## src/rtl/mem_arb_pkg.sv

```systemverilog
// Shared types for the memory-port arbiter: FSM states, requester IDs and widths.
package mem_arb_pkg;

  localparam int unsigned WAIT_W = 4;

  typedef enum logic [1:0] {
    IDLE   = 2'd0,
    ACCESS = 2'd1,
    RESP   = 2'd2
  } state_t;

  typedef enum logic {
    REQ_IF = 1'b0,
    REQ_LS = 1'b1
  } req_t;

endpackage

```

## src/rtl/mem_arb_pick.sv

```systemverilog
// Combinational grant picker; grant[0] = IFU, grant[1] = LSU.
// MEM_ARB_RR_EN selects round-robin on ties, otherwise LSU has fixed priority.
module mem_arb_pick
  import mem_arb_pkg::*;
(
  input  logic       if_valid,
  input  logic       ls_valid,
`ifdef MEM_ARB_RR_EN
  input  req_t       last,
`endif
  output logic [1:0] grant
);

  always_comb begin
    grant = 2'b00;
`ifdef MEM_ARB_RR_EN
    // On a tie the requester that did not win last time goes first
    if (if_valid && ls_valid) begin
      grant = (last == REQ_IF) ? 2'b10 : 2'b01;
    end else begin
      grant = {ls_valid, if_valid};
    end
`else
    if (ls_valid) begin
      grant = 2'b10;
    end else if (if_valid) begin
      grant = 2'b01;
    end
`endif
  end

endmodule

```

## src/rtl/mem_arbiter.sv

```systemverilog
// Shares one memory port between IFU fetches and LSU loads/stores, one transaction at a time.
// Optional MEM_ARB_RR_EN: round-robin grant instead of fixed LSU priority.
module mem_arbiter
  import mem_arb_pkg::*;
#(
  parameter int unsigned ADDR_W      = 64,
  parameter int unsigned DATA_W      = 64,
  parameter int unsigned WAIT_CYCLES = 0
) (
  input  logic                clock,
  input  logic                reset,
  input  logic                if_req_valid,
  output logic                if_req_ready,
  input  logic [ADDR_W-1:0]   if_req_addr,
  output logic                if_resp_valid,
  output logic [DATA_W-1:0]   if_resp_data,
  input  logic                ls_req_valid,
  output logic                ls_req_ready,
  input  logic [ADDR_W-1:0]   ls_req_addr,
  input  logic                ls_req_wen,
  input  logic [DATA_W-1:0]   ls_req_wdata,
  input  logic [DATA_W/8-1:0] ls_req_wmask,
  output logic                ls_resp_valid,
  output logic [DATA_W-1:0]   ls_resp_data,
  output logic [ADDR_W-1:0]   mem_raddr,
  output logic [ADDR_W-1:0]   mem_waddr,
  output logic [DATA_W-1:0]   mem_wdata,
  output logic [DATA_W/8-1:0] mem_wmask,
  output logic                mem_read_en,
  output logic                mem_write_en,
  input  logic [DATA_W-1:0]   mem_rdata
);

  localparam int unsigned MASK_W = DATA_W / 8;

  state_t              state;
  state_t              state_nxt;
  logic [WAIT_W-1:0]   cnt;
  req_t                owner;
  logic [ADDR_W-1:0]   addr_q;
  logic                wen_q;
  logic [DATA_W-1:0]   wdata_q;
  logic [MASK_W-1:0]   wmask_q;
  logic [1:0]          grant;
  logic                accept;
  logic                last_cycle;

  assign last_cycle = (cnt == '0);

`ifdef MEM_ARB_RR_EN
  req_t rr_last;

  mem_arb_pick u_pick (
    .if_valid (if_req_valid),
    .ls_valid (ls_req_valid),
    .last     (rr_last),
    .grant    (grant)
  );

  always_ff @(posedge clock) begin
    if (!reset) begin
      rr_last <= REQ_IF;
    end else if (accept) begin
      rr_last <= grant[1] ? REQ_LS : REQ_IF;
    end
  end
`else
  mem_arb_pick u_pick (
    .if_valid (if_req_valid),
    .ls_valid (ls_req_valid),
    .grant    (grant)
  );
`endif

  always_ff @(posedge clock) begin
    if (!reset) begin
      state <= IDLE;
    end else begin
      state <= state_nxt;
    end
  end

  // Next state and memory-port decode; the write strobe is masked while reset is low
  always_comb begin
    state_nxt    = state;
    accept       = 1'b0;
    if_req_ready = 1'b0;
    ls_req_ready = 1'b0;
    mem_raddr    = '0;
    mem_waddr    = '0;
    mem_wdata    = '0;
    mem_wmask    = '0;
    mem_read_en  = 1'b0;
    mem_write_en = 1'b0;
    case (state)
      IDLE: begin
        if_req_ready = 1'b1;
        ls_req_ready = 1'b1;
        accept       = |grant;
        if (accept) begin
          state_nxt = ACCESS;
        end
      end
      ACCESS: begin
        mem_raddr   = addr_q;
        mem_waddr   = addr_q;
        mem_read_en = !wen_q;
        if (wen_q) begin
          mem_wdata = wdata_q;
          mem_wmask = wmask_q;
        end
        mem_write_en = wen_q && last_cycle && reset;
        if (last_cycle) begin
          state_nxt = RESP;
        end
      end
      RESP: begin
        state_nxt = IDLE;
      end
      default: begin
        state_nxt = IDLE;
      end
    endcase
  end

  // Request latch, wait counter and registered responses
  always_ff @(posedge clock) begin
    if (!reset) begin
      cnt           <= '0;
      owner         <= REQ_IF;
      addr_q        <= '0;
      wen_q         <= 1'b0;
      wdata_q       <= '0;
      wmask_q       <= '0;
      if_resp_valid <= 1'b0;
      if_resp_data  <= '0;
      ls_resp_valid <= 1'b0;
      ls_resp_data  <= '0;
    end else begin
      if_resp_valid <= 1'b0;
      ls_resp_valid <= 1'b0;
      if (accept) begin
        owner   <= grant[1] ? REQ_LS : REQ_IF;
        addr_q  <= grant[1] ? ls_req_addr : if_req_addr;
        wen_q   <= grant[1] & ls_req_wen;
        wdata_q <= ls_req_wdata;
        wmask_q <= ls_req_wmask;
        cnt     <= WAIT_W'(WAIT_CYCLES);
      end else if (state == ACCESS && !last_cycle) begin
        cnt <= cnt - WAIT_W'(1);
      end
      if (state == ACCESS && last_cycle) begin
        if (owner == REQ_IF) begin
          if_resp_valid <= 1'b1;
          if_resp_data  <= mem_rdata;
        end else begin
          ls_resp_valid <= 1'b1;
          ls_resp_data  <= wen_q ? '0 : mem_rdata;
        end
      end
    end
  end

endmodule

```

## config.mk

```make
export PLATFORM = sky130hd
export DESIGN_NAME = mem_arbiter
export DESIGN_NICKNAME = d
export VERILOG_FILES = /design/src/rtl/mem_arb_pkg.sv /design/src/rtl/mem_arb_pick.sv /design/src/rtl/mem_arbiter.sv
export SDC_FILE = /design/constraint.sdc
export NUM_CORES = 1
export LEC_CHECK = 0
export CAP_MARGIN = 10
export CORE_MARGIN = 10
export CORE_UTILIZATION = 25
export CTS_BUF_LIST = sky130_fd_sc_hd__clkbuf_8 sky130_fd_sc_hd__clkbuf_16
export DETAILED_ROUTE_END_ITERATION = 7
export SYNTH_ARGS = -nofsm -noshare
export SYNTH_HDL_FRONTEND = slang
export SYNTH_SLANG_ARGS = --single-unit
```

## constraint.sdc

```tcl
create_clock -name clock -period 1.5 [get_ports clock]
set_input_delay 0.225 -clock clock [delete_from_list [all_inputs] [get_ports clock]]
set_output_delay 0.225 -clock clock [all_outputs]
set_load 0.1 [all_outputs]
```

==> results.ini <==
[synthesis]
postSynthAreaPerCell_um2=8.97
syn_area_um2=13100
synth.ff_latch_count=274
synth_compound_area_frac=0.142
synth_cell_types=39
synth_fa_ha_area_frac=0.000953
yosysSeqAreaShare=0.418
synthFlopType=dfxtp_1
async_reset_ff_frac=0
postSynthCellCount=1463
synthMuxAreaShare=0.146
yosysWarningCount=0
synthSimpleGateAreaFrac=0.196
syn_nets=1733
synth_xor_area_frac=0
synth_top_family_by_area=simple AND/OR/NAND/NOR gates
synth_edf_count=0

[routing]
vias_per_cell=4.68
highest_layer=met4
met1_length_um=22700
wl_per_cell_um=21.9
wl_met3_um=4770
ant_nets=0
drtIter0Drc=598
drc=0
drt-total-wl_um=59600
wl_met2_um=30800
dr.pass1.iters=5
vias=12700

[status]
status=finished, violations left
violations=negative setup slack

[global_routing]
grt_max_degree=89
grt_overflow=0
grt_pass1_wl_um=85600
antenna_found_initial=4
grt_usage=0.175
grt_pass1_vias=13000

[sta]
rsz0062_at_grt=true
setup_slack_ns=-0.582
fin_crit_sh=1.39
worst_pin_slew_ns=0.413
hold_violations=0
fin_crit_ns=2.08
max_clock_freq_mhz=480
finalMaxSlewViolations=0
slew_headroom=0.717
clock_skew_ns=0.0203
finalSetupViolations=454

[die]
io-pin-count=603
floorplan.rows=83
die-area_um2=62100
core_area_um2=51600
start_util=0.254
die_h_um=249
die_w_um=249

[place]
post_dp_cell_area_um2=23500
dp_hpwl_um=44200
portBuffers=602
gp_congestion=0.828

[setup_path]
criticalPathCategory=flop to output port
crit_path_cell_trace=nor2b_4, buf_6, buf_12, buf_12, and3_2, buf_12
cp-end-kind=output port
crit_path_max_incr_delay_ns=0.34
crit_arrival_ns=1.86
slowest_stage=dfxtp_2
cp-start-kind=flop
cp_max_fo=15
cp_common_cell=buf_12
crit_required_ns=1.27

[power]
internal_power_mw=16.2
swShare=0.343
vdd_ir_drop_max_v=0.000765
p_leak_nw=9.80
clockPowerShare=0.345
seqPwrFrac=0.333
pwr_density_cell_nw_per_um2=966
p_switching_mw=8.43
comb_power_share=0.322

[clock_tree]
cts_tree=yes
clk_pin_slew_ns=0.06
clkLatencyLatePin_ns=0.54
cts_buffers=36
cts_root_buf=clkbuf_16
h-tree-depth=2
clkSinkCount=274
clockBufferDepth=3

[cells_and_area]
finalInstanceArea_um2=25500
layout-drive-gt1-share=0.357
syn_to_final_growth_pct=94.0
fin_util=0.494
nets=2276

[worst_hold_path]
hold_path.class=input pin to flop

[flow_run]
drv_cap=0

==> power groups by stage <==
stage               Sequential, mW  Clock, mW  Combinational [mW]
CTS                           8.20       8.73                7.69
floorplan                     9.33          0                3.82
detailed placement            8.35          0                7.59
global route                  8.25       9.01                8.26
finish                        8.20       8.49                7.91
global placement              8.33          0                7.53
==> what timing repair did <==
item | in CTS | in global routing
endpoints found under the hold margin | 1 | 0
setup endpoints to repair | 428 | 365
pin swaps | 17 | 13
hold buffers | 1 | 0
gates resized for setup | 20 | 36
setup buffers | 3 | 19
gates cloned | 2 | 12
==> flip-flops by register name, indices dropped and copies added (netlist names) <==
name           cells
wdata_q           64
state              2
ls_resp_data      64
if_resp_valid      1
addr_q            64
wmask_q            8
ls_resp_valid      1
cnt                4
owner              1
if_resp_data      64
wen_q              1
==> cell type report <==
class | count | area (um2)
antenna | 3 | 7.51
clock buffer | 45 | 1040
clock inverter | 21 | 134
fill | 4568 | 26100
inverter | 6 | 37.5
multi-input combinational | 968 | 6900
sequential | 274 | 5500
tap | 680 | 851
timing repair buffer | 720 | 11000
==> cells in the mapped netlist (2+ instances only) <==
master    instances  share of area
inv_1             4         0.0011
buf_1             5         0.0014
mux2i_1         192           0.15
nand3b_1         64          0.037
nand2_1         194          0.055
nand3_1          75          0.029
dfxtp_1         274           0.42
a21oi_1         112          0.043
a21oi_2          30          0.020
buf_12            3         0.0046
buf_2            22         0.0084
o21ai_0          76          0.029
a211oi_1         34          0.019
and2_1           66          0.031
and3_1           73          0.035
clkbuf_1         91          0.026
nor3_1            3         0.0011
nor2b_1           2        0.00095
buf_4            92          0.053
nor2_1            3        0.00086
a211oi_2         30          0.029
==> stage by stage <==
step / setup WS [ns] / power [mW] / std cells / TNS (ns) / hold WS (ns)
global route: -0.657 / 25.5 / 2717 / -181.40 / 0.0263
global placement: -0.160 / 15.9 / 2612 / -31.63 / 0.457
finish: -0.582 / 24.6 / 2717 / -142.65 / 0.0385
CTS: -0.591 / 24.6 / 2684 / -128.03 / 0.00604
detailed placement: -0.236 / 15.9 / 2612 / -43.56 / 0.463
floorplan: -0.310 / 13.1 / 1463 / -17.64 / 0.367
==> final timing paths <==
kind                    start                to  slack, ns  cells after the start
setup / recovery     state[0]     mem_wdata[47]      -0.58                      6
hold reg to reg   wdata_q[44]       wdata_q[44]       0.47                      2
setup reg to reg       cnt[0]  if_resp_data[11]      -0.35                      9
hold / removal          reset        wmask_q[2]       0.04                      3
==> logic make-up after synthesis <==
logic type      after synthesis
simple gates                489
compound gates              286
mux                         192
fa+ha+maj                     1
buf+inv                     221
flops                       274
==> layout by cell type (no fill, tap or decap), types with 3 or more instances in the layout <==
cell type	instances
buf_8	3
dfxtp_1	270
nand2_1	194
mux2i_1	192
clkbuf_16	49
nand3_1	75
buf_6	11
clkinv_2	5
clkbuf_8	8
and3_2	14
buf_4	59
buf_16	8
inv_1	12
buf_12	360
nor2_4	3
a21oi_2	30
and2_4	66
o21ai_0	76
and3_4	58
diode_2	3
a211oi_1	34
clkdlybuf4s50_1	266
a211oi_2	30
a21oi_1	112
nand3b_1	64
==> per-layer routing <==
layer  global-route usage  vias to the layer above
met5                    0                        -
met4               0.0499                        0
met3               0.0619                       73
met2                0.312                      384
met1                0.191                     6151
li1                     -                     6100
==> worst max-delay path: cells and delay by family (launching register included) <==
| family | cells | cell delay (ns) |
|---|---|---|
| AND/OR/NAND/NOR | 2 | 0.37 |
| buffers and inverters | 4 | 0.61 |
| flip-flops | 1 | 0.34 |
No activity file was read; power rests on OpenSTA's default activity.
